File: config.mk
export PLATFORM = sky130hd
export DESIGN_NAME = counter_4bit
export DESIGN_NICKNAME = d
export VERILOG_FILES = /design/src/rtl/counter_pkg.sv /design/src/rtl/counter_tff.sv /design/src/rtl/counter_4bit.sv
export SDC_FILE = /design/constraint.sdc
export NUM_CORES = 1
export LEC_CHECK = 0
export BUFFER_PORTS_ARGS = -buffer_cell sky130_fd_sc_hd__buf_4
export CAP_MARGIN = 15
export CORE_AREA = 2 2 39 41
export CTS_CLUSTER_DIAMETER = 60
export DETAILED_ROUTE_END_ITERATION = 8
export DIE_AREA = 0 0 41 43
export HOLD_SLACK_MARGIN = 0.15
export PLACE_DENSITY_LB_ADDON = 0.15
export SLEW_MARGIN = 20
export SYNTH_ARGS = -nofsm -noshare
export SYNTH_HDL_FRONTEND = slang
export SYNTH_SLANG_ARGS = --single-unit
export TNS_END_PERCENT = 100
File: constraint.sdc
create_clock -name clk -period 0.8 [get_ports clk]
set_clock_uncertainty 0.2 [all_clocks]
set_input_delay 0.12 -clock clk [delete_from_list [all_inputs] [get_ports clk]]
set_output_delay 0.12 -clock clk [all_outputs]
set_load 0.05 [all_outputs]
File: src/rtl/counter_pkg.sv
// Shared constants for the 4-bit free-running counter.
package counter_pkg;

  localparam int unsigned            CNT_W   = 4;
  localparam logic [CNT_W-1:0]       CNT_MAX = 4'hF;
  localparam logic [CNT_W-1:0]       CNT_RST = 4'h0;

endpackage

File: src/rtl/counter_tff.sv
// Toggle flop with asynchronous active-low reset; one bit of the counter.
module counter_tff #(
  parameter logic RST_VAL = 1'b0
) (
  input  logic clk,
  input  logic rst_n,
  input  logic t,
  output logic q
);

  always_ff @(posedge clk or negedge rst_n) begin
    if (!rst_n) begin
      q <= RST_VAL;
    end else if (t) begin
      q <= ~q;
    end
  end

endmodule

File: src/rtl/counter_4bit.sv
// Free-running 4-bit synchronous up-counter built from toggle flops.
// Optional registered terminal-count output enabled by COUNTER_TC_EN.
module counter_4bit
  import counter_pkg::*;
(
  input  logic clk,
  input  logic rst_n,
  output logic q0,
  output logic q1,
  output logic q2,
  output logic q3
`ifdef COUNTER_TC_EN
  ,
  output logic tc
`endif
);

  logic [1:0]       rst_sync;
  logic             rst_i;
  logic [CNT_W-1:0] cnt;
  logic [CNT_W-1:0] t;

  // Assert asynchronously, release two edges after rst_n rises.
  always_ff @(posedge clk or negedge rst_n) begin
    if (!rst_n) begin
      rst_sync <= '0;
    end else begin
      rst_sync <= {rst_sync[0], 1'b1};
    end
  end

  assign rst_i = rst_sync[1];

  always_comb begin
    t    = '0;
    t[0] = 1'b1;
    t[1] = cnt[0];
    t[2] = cnt[0] & cnt[1];
    t[3] = cnt[0] & cnt[1] & cnt[2];
  end

  counter_tff #(.RST_VAL(CNT_RST[0])) u_tff0 (.clk(clk), .rst_n(rst_i), .t(t[0]), .q(cnt[0]));
  counter_tff #(.RST_VAL(CNT_RST[1])) u_tff1 (.clk(clk), .rst_n(rst_i), .t(t[1]), .q(cnt[1]));
  counter_tff #(.RST_VAL(CNT_RST[2])) u_tff2 (.clk(clk), .rst_n(rst_i), .t(t[2]), .q(cnt[2]));
  counter_tff #(.RST_VAL(CNT_RST[3])) u_tff3 (.clk(clk), .rst_n(rst_i), .t(t[3]), .q(cnt[3]));

  assign q0 = cnt[0];
  assign q1 = cnt[1];
  assign q2 = cnt[2];
  assign q3 = cnt[3];

`ifdef COUNTER_TC_EN
  // Registered look-ahead: set on the edge that moves the count to CNT_MAX.
  always_ff @(posedge clk or negedge rst_i) begin
    if (!rst_i) begin
      tc <= 1'b0;
    end else begin
      tc <= (cnt == CNT_MAX - 1'b1);
    end
  end
`endif

endmodule

# Word-level counts from Yosys, hierarchy flattened
# Index checks and enable logic that the tools add are counted.
dict set report op_classes {
  bitwise_logic 6
}
# operator n
set ops {}
lappend ops {{1-bit inverter} 4}
lappend ops {{1-bit AND} 2}
dict set report word_totals {
  register_bits 6
  output_inout_bits 4
  wordCells 11
}

# Depth between registers and ports, before layout
dict set report logic_depth {
  word_depth 2
  depth_mapped 2
  depth_no_buf 2
}

# Modules after synthesis
# A second synthesis with hierarchy kept.
dict set report hier_totals {
  cells_unflattened 13
  hier_area_um2 201.4
}
# mod n_inst cells_each area_per_inst_um2 seq_area_each_um2
set modules_own_cells {}
lappend modules_own_cells {counter_tff 4 2 33.8 25.0}
lappend modules_own_cells {counter_4bit 1 5 66.3 50.0}

# Least setup slack after synthesis
# No wires, ideal clock.
dict set report synth_path {
  kind {reg2reg}
  from {register u_tff0.q}
  to {register u_tff2.q}
  setup_time_ns 0.142
  arrival_ns 0.944
  setup_slack_ns -0.486
  stages_incl_launch_ff 3
  path_buffers 0
  synth_period_minus_slack_ns 1.286
  cell_sequence {dfrtp_1 -> nand2_1 -> xnor2_1}
}
dict set report synth_via {
  elab_chain_cells 1
}
# element line
set synth_lines {}
lappend synth_lines {{start, declared} counter_tff.sv:8} ;# output logic q
lappend synth_lines {{start signal, assigned} counter_tff.sv:15} ;# q <= ~q;
lappend synth_lines {{1-bit AND} counter_4bit.sv:38} ;# t[2] = cnt[0] & cnt[1];
lappend synth_lines {{end signal, assigned} counter_tff.sv:15}
lappend synth_lines {{end, declared} counter_tff.sv:8}
# No other way between the ends.
# A chain may end at the register's enable or synchronous reset.

# Worst setup path in the final report
dict set report layout_path {
  from {register u_tff3.q}
  to {output q3}
}
# element line
set layout_rtl {}
lappend layout_rtl {{start, declared} counter_tff.sv:8}
lappend layout_rtl {{start signal, assigned} counter_tff.sv:15}
lappend layout_rtl {{end, declared} counter_4bit.sv:11} ;# output logic q3
# No word-level cell between the ends.

==> out/results.tsv <==
stage	metric	value	unit
logic_synthesis	Seq/Total Area, Yosys	0.759	
timing	achievable frequency	0.882	GHz
grt	initial antenna violation count	0	
timing	Tcrit/Tclk final	1.42	
route	final WL	364	um
floorplan	chip height	43	um
timing	Slew Limit Fails	0	
logic_synthesis	synthesized area per cell	15.2	um2
logic_synthesis	Post-Synth Simple-Gate Area	0.0696	
placed_design	placed insts	34	
clocking	worst skew pair latency	0.25	ns
critical_path	Critical-path top delay cell	dfrtp_2	
grt	grt ovf	0	
floorplan	Core ar.	1380	um2
logic_synthesis	Yosys cell types	7	
final_layout	Diodes inserted	0	
run	max-cap violations	0	
logic_synthesis	mux contribution to synthesized area	0	
logic_synthesis	Post-Synthesis Cells	13	
floorplan	Top Ports	6	
route	Detailed Routing Iterations Pass 1	1	
placed_design	number of port buffers	5	
timing	endpoints failing hold	6	
final_layout	FF/Latch Area	155	um2
critical_path	crit path capture type	output pin	
critical_path	Worst Path Class, Setup	flip-flop to output pin	
clocking	Worst-path clk slew	0.05	ns
logic_synthesis	XOR/XNOR Fraction of Synth Area	0.133	
outcome	violated checks	negative hold slack, negative setup slack	
critical_path	Crit path max-delay family	flip-flops	
clocking	clock buffers created by TritonCTS	3	
placed_design	Area after DPL	260	um2
critical_path	critical path arrival	0.81	ns
final_layout	area of the multi-input gates	43.8	um2
timing	Hold Slack	-0.151	ns
critical_path	Bufs and invs on worst path	1	
placed_design	pre-CTS WS	-0.139	ns
grt	GR Util All Layers	0.0646	
power_and_ir_drop	Pwr Total	0.632	mW
grt	largest net degree at the start of global routing	5	
final_layout	final net count	30	
final_layout	design area	345	um2
final_layout	# fillers	149	
logic_synthesis	Ys Warns	0	
critical_path	CP Launch Type	flip-flop	
logic_synthesis	Post-Syn Area	198	um2
logic_synthesis	main combinational cell family by area after synthesis	XOR/XNOR gates	
route	wire length per cell	8.47	um
worst_hold_path	Hold Path Class	flip-flop to asynchronous set/reset pin	
logic_synthesis	post-synth top area share	0.759	
timing	setup TNS	-2.03	ns
floorplan	DIE AREA	1760	um2
route	total number of vias	134	
clocking	hold buffer count at CTS	1	
critical_path	Worst Setup SP	u_tff3.q$_DFFE_PN0P_	
logic_synthesis	syn_nets	15	
grt	number of global-route vias before repair	154	
route	DRC viols	0	
logic_synthesis	count of state elements after synthesis	6	
timing	final worst setup slack	-0.334	ns
floorplan	Die Width	41	um
floorplan	Rows	14	
logic_synthesis	top cells by area, synth	dfrtp_1 76%, xnor2_1 8.9%, nand3_2 5.1%	
floorplan	Starting Density	0.143	
route	Routed Antenna Nets	0	
timing	fin crit period	1.13	ns
logic_synthesis	area leader, netlist	dfrtp_1	
grt	first-pass GRT wire length	607	um
timing	setup violators final	8	
logic_synthesis	adder-cell area share of the yosys netlist	0	
outcome	outcome	finished with violations	
critical_path	WP data required	0.48	ns
clocking	root buffer cell	clkbuf_4	
critical_path	peak fanout along the critical path	2	
timing	RSZ-0062 raised after global routing	yes	
critical_path	CP peak stage delay	0.41	ns
final_layout	Post-Layout Cell Count	43	
clocking	H-Tree Depth	1	
critical_path	worst-path cell chain	buf_8	
logic_synthesis	Synth Area in Compound Gates	0	
clocking	TritonCTS clock tree	yes	
final_layout	share of post-route cells with drive strength above 1	0.630	
power_and_ir_drop	Leak Pwr	0.163	nW
route	Via density	3.12	
final_layout	synth-to-layout area growth	74.7	%
clocking	clock sink total	6	
power_and_ir_drop	peak supply drop	0.525	mV
power_and_ir_drop	P per Cell Area	1830	nW/um2
placed_design	global placer's final weighted congestion	0.596	
route	Initial DRC Count	0	
critical_path	R2R Path Start	u_tff0.q$_DFF_PN0_	
clocking	worst-case clock buffer depth	2	
[cells by family after synthesis]
| logic type | Yosys count |
|---|---|
| buffers and inverters | 1 |
| other | 1 |
| flip-flops | 6 |
| XOR/XNOR | 3 |
| AND/OR/NAND/NOR | 2 |
[repair_timing]
item | in CTS | in global routing
endpoints found under the hold margin | 6 | 6
buffers inserted | 4 | 0
gates resized for setup | 5 | 0
pin swaps | 0 | 1
setup endpoints to repair | 7 | 8
[sequential cells by signal, summed over array words and instances (netlist names)]
name	count
rst_sync	2
u_tff3.q	1
u_tff0.q	1
u_tff1.q	1
u_tff2.q	1
[cells in the mapped netlist]
cell type,number
nand2_1,1
inv_1,1
dfrtp_1,6
xor2_1,1
xnor2_1,2
conb_1,1
nand3_2,1
[path summary, 6_finish.rpt]
check	end	slack (ns)	depth (start not counted)
setup / recovery	q3	-0.33	1
hold / removal	u_tff3.q$_DFFE_PN0P_	-0.15	0
setup reg to reg	u_tff1.q$_DFFE_PN0P_	-0.23	2
hold reg to reg	u_tff3.q$_DFFE_PN0P_	-0.15	0
max in group asynchronous	rst_sync[0]$_DFF_PN0_	0.32	2
min in group clk	rst_sync[1]$_DFF_PN0_	0.15	0
[per-layer routing]
| layer | wire length [um] | share of wire | track usage |
|---|---|---|---|
| met1 | 127 | 0.35 | 0.0393 |
| met3 | 21 | 0.058 | 0.0785 |
| met2 | 215 | 0.59 | 0.0875 |
| met4 | 0 | 0 | 0.0600 |
| met5 | 0 | 0 | 0 |
[area by class of cell]
cell class	instances	share of cell area
flip-flops and latches	6	0.449
repair buffers	10	0.279
multi-input cells	6	0.127
clock buffers	4	0.0761
well taps	16	0.0580
inverters	1	0.0109
[cell usage in the layout (no fill, tap or decap)]
master         netlist  routed
buf_4                0       5
dlygate4sd3_1        0       1
conb_1               1       1
dfrtp_1              6       2
buf_8                0       1
nand2_1              1       1
clkbuf_4             0       3
buf_6                0       3
dfrtp_2              0       4
nand3_2              1       1
clkbuf_1             0       1
xnor2_1              2       2
xor2_1               1       1
inv_1                1       1
[through the flow]
step	util	hold slack, ns
final	0.250	-0.151
after global routing	0.250	-0.131
after CTS	0.250	-0.137
after detailed placement	0.188	-0.296
after global placement	0.188	-0.298
after floorplan	-	-0.376
[report_power, final]
| group | switching, mW | total, mW | internal (mW) |
|---|---|---|---|
| clock | 0.119 | 0.309 | 0.190 |
| combinational | 0.00290 | 0.00917 | 0.00627 |
| sequential | 0.00455 | 0.314 | 0.309 |
Note: power is estimated with default switching activity, not from simulation.
